File: config.mk
export PLATFORM = sky130hd
export DESIGN_NAME = rv_ifetch_ctrl
export DESIGN_NICKNAME = d
export VERILOG_FILES = /design/src/rtl/rv_ifetch_ctrl.sv
export SDC_FILE = /design/constraint.sdc
export NUM_CORES = 1
export LEC_CHECK = 0
export CAP_MARGIN = 10
export CORE_ASPECT_RATIO = 0.9
export CORE_UTILIZATION = 45
export DETAILED_ROUTE_END_ITERATION = 10
export MAX_ROUTING_LAYER = met4
export PLACE_DENSITY = 0.7
export SLEW_MARGIN = 20
export SYNTH_ARGS = -nofsm -noshare
export SYNTH_HDL_FRONTEND = slang
export SYNTH_SLANG_ARGS = --single-unit
File: constraint.sdc
create_clock -name clk_i -period 4.9 [get_ports clk_i]
set_clock_uncertainty 0.1 [all_clocks]
set_input_delay 0.98 -clock clk_i [delete_from_list [all_inputs] [get_ports clk_i]]
set_output_delay 0.98 -clock clk_i [all_outputs]
set_load 0.02 [all_outputs]
File: src/rtl/rv_ifetch_ctrl.sv
// rv_ifetch_ctrl: sequential instruction fetch with in-order buffering, credit-based issue and redirect flush.
// Build option RV_IFETCH_BYPASS_EN: a response arriving at an empty buffer drives instr_* in the same cycle.
module rv_ifetch_ctrl #(
  parameter int unsigned      MXLEN      = 32,
  parameter int unsigned      FIFO_DEPTH = 4,
  parameter int unsigned      MAX_OUTST  = 2,
  parameter logic [MXLEN-1:0] RESET_PC   = '0
) (
  input  logic             clk_i,
  input  logic             rst_i,
  output logic             imem_req_o,
  output logic [MXLEN-1:0] imem_addr_o,
  input  logic             imem_gnt_i,
  input  logic             imem_rvalid_i,
  input  logic [31:0]      imem_rdata_i,
  input  logic             redirect_i,
  input  logic [MXLEN-1:0] redirect_pc_i,
  output logic             instr_valid_o,
  output logic [31:0]      instr_o,
  output logic [MXLEN-1:0] instr_pc_o,
  input  logic             instr_ready_i
);

  localparam int unsigned AW = (FIFO_DEPTH > 1) ? $clog2(FIFO_DEPTH) : 1;
  localparam int unsigned TW = (MAX_OUTST > 1) ? $clog2(MAX_OUTST) : 1;
  localparam int unsigned CW = $clog2(FIFO_DEPTH + 1) + 1;

  localparam logic [CW-1:0] DEPTH_C  = CW'(FIFO_DEPTH);
  localparam logic [CW-1:0] MAXO_C   = CW'(MAX_OUTST);
  localparam logic [CW-1:0] ONE_C    = CW'(1);
  localparam logic [TW-1:0] TAG_LAST = TW'(MAX_OUTST - 1);

  typedef enum logic [1:0] {
    ST_BOOT  = 2'd0,
    ST_RUN   = 2'd1,
    ST_FLUSH = 2'd2
  } state_e;

  state_e           state_q, state_d;
  logic [MXLEN-1:0] pc_q, pc_d;
  logic [CW-1:0]    outst_q, outst_d;
  logic [CW-1:0]    kill_q, kill_d;
  logic [CW-1:0]    count_q, count_d;
  logic [AW-1:0]    rd_ptr_q, rd_ptr_d;
  logic [AW-1:0]    wr_ptr_q, wr_ptr_d;
  logic [TW-1:0]    tag_rd_q, tag_rd_d;
  logic [TW-1:0]    tag_wr_q, tag_wr_d;

  logic [31:0]      fifo_instr_q [FIFO_DEPTH];
  logic [MXLEN-1:0] fifo_pc_q    [FIFO_DEPTH];
  logic [MXLEN-1:0] tag_pc_q     [MAX_OUTST];

  logic             fifo_empty;
  logic             req;
  logic             fire;
  logic             resp_keep;
  logic             bypass;
  logic             push;
  logic             pop;
  logic [MXLEN-1:0] resp_pc;

  // Fetch addresses are word aligned, so the low redirect bits are discarded.
  logic [1:0] unused_pc_lsb;
  assign unused_pc_lsb = redirect_pc_i[1:0];

  always_comb begin
    state_d    = state_q;
    pc_d       = pc_q;
    outst_d    = outst_q;
    kill_d     = kill_q;
    count_d    = count_q;
    rd_ptr_d   = rd_ptr_q;
    wr_ptr_d   = wr_ptr_q;
    tag_rd_d   = tag_rd_q;
    tag_wr_d   = tag_wr_q;

    fifo_empty = (count_q == '0);
    resp_pc    = tag_pc_q[tag_rd_q];

    // Credits cover buffered plus in-flight words, so a push can never find the buffer full.
    req        = (state_q != ST_BOOT) && ((count_q + outst_q) < DEPTH_C) && (outst_q < MAXO_C);
    fire       = req && imem_gnt_i;
    resp_keep  = imem_rvalid_i && (kill_q == '0) && !redirect_i;

`ifdef RV_IFETCH_BYPASS_EN
    bypass     = resp_keep && fifo_empty;
`else
    bypass     = 1'b0;
`endif

    push       = resp_keep && !(bypass && instr_ready_i);
    pop        = !fifo_empty && instr_ready_i && !redirect_i;

    outst_d    = outst_q + CW'(fire) - CW'(imem_rvalid_i);

    if (fire) begin
      tag_wr_d = (tag_wr_q == TAG_LAST) ? '0 : tag_wr_q + TW'(1);
    end
    if (imem_rvalid_i) begin
      tag_rd_d = (tag_rd_q == TAG_LAST) ? '0 : tag_rd_q + TW'(1);
    end

    if (redirect_i) begin
      // Everything still in flight after this edge, including a same-cycle grant, is stale.
      kill_d   = outst_q + CW'(fire) - CW'(imem_rvalid_i);
      pc_d     = {redirect_pc_i[MXLEN-1:2], 2'b00};
      count_d  = '0;
      rd_ptr_d = '0;
      wr_ptr_d = '0;
    end else begin
      if (imem_rvalid_i && (kill_q != '0)) begin
        kill_d = kill_q - ONE_C;
      end
      if (fire) begin
        pc_d = pc_q + MXLEN'(4);
      end
      if (push) begin
        wr_ptr_d = wr_ptr_q + AW'(1);
      end
      if (pop) begin
        rd_ptr_d = rd_ptr_q + AW'(1);
      end
      count_d = count_q + CW'(push) - CW'(pop);
    end

    case (state_q)
      ST_BOOT:  state_d = ST_RUN;
      ST_RUN:   if (redirect_i && (kill_d != '0)) state_d = ST_FLUSH;
      ST_FLUSH: if (kill_d == '0) state_d = ST_RUN;
      default:  state_d = ST_BOOT;
    endcase
  end

  always_ff @(posedge clk_i or posedge rst_i) begin
    if (rst_i) begin
      state_q  <= ST_BOOT;
      pc_q     <= RESET_PC;
      outst_q  <= '0;
      kill_q   <= '0;
      count_q  <= '0;
      rd_ptr_q <= '0;
      wr_ptr_q <= '0;
      tag_rd_q <= '0;
      tag_wr_q <= '0;
    end else begin
      state_q  <= state_d;
      pc_q     <= pc_d;
      outst_q  <= outst_d;
      kill_q   <= kill_d;
      count_q  <= count_d;
      rd_ptr_q <= rd_ptr_d;
      wr_ptr_q <= wr_ptr_d;
      tag_rd_q <= tag_rd_d;
      tag_wr_q <= tag_wr_d;
    end
  end

  // Storage needs no reset: pointers and count decide which entries are meaningful.
  always_ff @(posedge clk_i) begin
    if (push) begin
      fifo_instr_q[wr_ptr_q] <= imem_rdata_i;
      fifo_pc_q[wr_ptr_q]    <= resp_pc;
    end
    if (fire) begin
      tag_pc_q[tag_wr_q] <= pc_q;
    end
  end

  assign imem_req_o    = req;
  assign imem_addr_o   = pc_q;
  assign instr_valid_o = !fifo_empty || bypass;
  assign instr_o       = bypass     ? imem_rdata_i :
                         fifo_empty ? 32'h0        : fifo_instr_q[rd_ptr_q];
  assign instr_pc_o    = bypass     ? resp_pc      :
                         fifo_empty ? '0           : fifo_pc_q[rd_ptr_q];

endmodule
==> flow_metrics.env <==
export IMPL_avgSynthCellArea_um2=17.5
export IMPL_rows=62
export IMPL_cts_hold_repair_buffers=0
export IMPL_min_period_over_period_pct=83.0
export IMPL_initialDrtViolationCount=418
export IMPL_synth_compound_area_share_pct=4.02
export IMPL_io_buffers=161
export IMPL_yosys_area_share_xor_xnor_pct=1.58
export IMPL_htree_levels=2
export IMPL_synth_area_leaders="edfxtp_1 (63%), mux4_2 (9.5%), dfrtp_1 (8.5%), and2_1 (3.0%), mux2_2 (2.3%)"
export IMPL_synth_top_area_share_pct=62.7
export IMPL_dp_hpwl_um=18600
export IMPL_via_count=7864
export IMPL_synth_distinct_cells=59
export IMPL_yosys_area_share_simple_pct=7.26
export IMPL_wl_per_cell_um=20.4
export IMPL_yosysTopAreaCell="edfxtp_1"
export IMPL_die_area_um2=33500
export IMPL_criticalPathCategory="reg2out"
export IMPL_drt_pass1_iterations=7
export IMPL_cp_slowest_cell="dfrtp_4"
export IMPL_peakVddDrop_mv=0.309
export IMPL_cts_setup_buffers=0
export IMPL_finalSetupViolCount=0
export IMPL_timing_rr_start="outst_q[1]"
export IMPL_cp_arrival_ns=2.98
export IMPL_synth_cells=842
export IMPL_max_cap_violations=0
export IMPL_nets=1112
export IMPL_cp_num_buf_inv=2
export IMPL_cts_sinks=358
export IMPL_syn_area_um2=14800
export IMPL_yosysMostFrequentCell="edfxtp_1"
export IMPL_antenna_found_initial=0
export IMPL_fin_crit_ns=4.06
export IMPL_synth_edff_count=308
export IMPL_overflow=0
export IMPL_rsz0062_at_grt="false"
export IMPL_finalSetupTns_ns=0
export IMPL_route_detailed_drc=23
export IMPL_required_ns=3.82
export IMPL_synth_top_family_by_area="multiplexers"
export IMPL_synth_mux_area_share_pct=12.2
export IMPL_via_per_inst=5.36
export IMPL_track_usage_pct=18.8
export IMPL_grt_max_degree=64
export IMPL_ys_flop_type="edfxtp_1"
export IMPL_die_w_um=193
export IMPL_drt_total_wl_um=30000
export IMPL_diodes=0
export IMPL_cp_end_kind="primary output"
export IMPL_post_place_ws_ns=0.659
export IMPL_ant_nets=0
export IMPL_yosysSeqAreaShare_pct=71.2
export IMPL_core_um2=32100
export IMPL_grt_pass1_vias=8104
export IMPL_worstHoldStart="tag_rd_q"
export IMPL_max_stage_delay_ns=0.81
export IMPL_cts_repair_resized=0
export IMPL_gp_congestion=0.807
export IMPL_worst_slew_pin_slew_ns=0.982
export IMPL_layout_setup_ws_ns=0.835
export IMPL_power_density_nw_per_um2=523
export IMPL_synth_adder_area_share_pct=1.80
export IMPL_cts_tree="done"
export IMPL_violations="design-rule violations"
export IMPL_synthToLayoutAreaGrowth_pct=23.6
export IMPL_synth_seq_cells=358
export IMPL_critical_path_startpoint="rd_ptr_q[0]"
export IMPL_fmax_ghz=0.246
export IMPL_synth_async_sr_flop_share_pct=14.0
export IMPL_start_util_pct=45.9
export IMPL_final_util_pct=56.8
export IMPL_crit_path_max_fanout=26
export IMPL_grt_first_pass_wirelength_um=46300
export IMPL_yosys_top_cells_count="edfxtp_1 (308), and2_1 (70), mux4_2 (62), dfrtp_1 (50), nand2_1 (39)"
export IMPL_clk_path_buf_depth=3
export IMPL_hold_viol=0
export IMPL_drive_above_1_share_pct=18.0
export IMPL_cp_cell_sequence="buf_4 > mux4_2 > and2_1 > clkdlybuf4s50_1"
export IMPL_hold_class="reg2reg"
export IMPL_critPathLaunchType="flip-flop"
export IMPL_crit_family="buffers and inverters"
export IMPL_insertion_delay_ns=0.52
export IMPL_status="complete, but fails checks"
export IMPL_cts_root_buf="clkbuf_16"
export IMPL_leakagePower_nw=6.07
export IMPL_yosys_warnings=0
export IMPL_final_max_slew_viol_count=0
export IMPL_die_h_um=174
export IMPL_numCtsBuffers=38
export IMPL_ios=168
export IMPL_relSlewSlack_pct=34.5
export IMPL_clk_transition_reported_paths_ns=0.06
registers in the layout, indices dropped and copies added, names as in the netlist, 4 cells and up:
signal and count:
fifo_pc_q 120, tag_pc_q 60, outst_q 4, imem_addr_o 30, fifo_instr_q 128, count_q 4
kill_q 4
metal layers:
metal	vias up	routed length, um	GRT usage, %
met5	-	0	-
met4	0	498	4.43
met2	237	14200	28.9
li1	3627	-	-
met3	41	1800	3.24
met1	3959	13500	26.3
final cells by class:
class / count / area, um^2
multi-input cells: 417 / 3990
well taps: 416 / 520
clock inverters: 17 / 238
repair buffers: 179 / 1790
flip-flops and latches: 358 / 10500
inverters: 28 / 105
clock buffers: 53 / 1080
fillers: 2509 / 13900
per-stage QoR:
step / hold slack (ns) / area, um^2 / power [mW] / cells
2_1_floorplan: 0.360 / 14800 / 5.53 / 845
3_3_place_gp: 0.358 / 16900 / 6.60 / 1398
3_5_place_dp: 0.373 / 16900 / 6.64 / 1398
4_1_cts: 0.388 / 18200 / 9.65 / 1468
5_1_grt: 0.417 / 18200 / 9.98 / 1468
6_report: 0.386 / 18200 / 9.54 / 1468
layout by cell type, fill, tap and decap left out, types with 5 or more instances in the layout:
master and n:
edfxtp_1 308, clkdlybuf4s50_1 160, and2_1 66, mux4_2 62
dfrtp_1 48, clkbuf_16 41, nand2_1 38, mux2_2 30
inv_1 27, o21ai_0 26, nor2_1 21, xnor2_1 18
ha_1 18, nand3_1 16, buf_4 14, clkbuf_1 11
a31oi_1 9, or3_1 7, xor2_1 6, a21oi_1 6
a2111oi_2 6, a211oi_1 6, mux2i_1 6, bufinv_16 6
and4_1 5, nand4_1 5, nor2b_1 5
cell families (layout without fill, tap and decap cells):
family	Yosys count	in the layout
AND/OR/NAND/NOR	191	191
multiplexers	98	98
buffers and inverters	70	277
AO/OA/AOI/OAI	79	79
other	1	4
adder cells (fa/ha/maj)	20	20
flip-flops	358	358
XOR/XNOR	25	25
path summary, 6_finish.rpt:
check                           slack (ns)  cells after the start         endpoint
worst max register to register        1.12                     14       state_q[1]
worst min register to register        0.39                      1         tag_rd_q
max in group asynchronous             3.09                      3      rd_ptr_q[1]
min in group asynchronous             0.85                      2  imem_addr_o[11]
worst min-delay path                  0.39                      1         tag_rd_q
worst max-delay path                  0.84                      4    instr_pc_o[3]
report_power, final:
group / leakage [nW] / switching, mW / internal, mW
combinational: 2.07 / 1.38 / 1.38
sequential: 3.37 / 0.248 / 3.54
clock: 0.633 / 1.13 / 1.86
total: 6.07 / 2.76 / 6.78
Power figures use the tool's default switching activity.
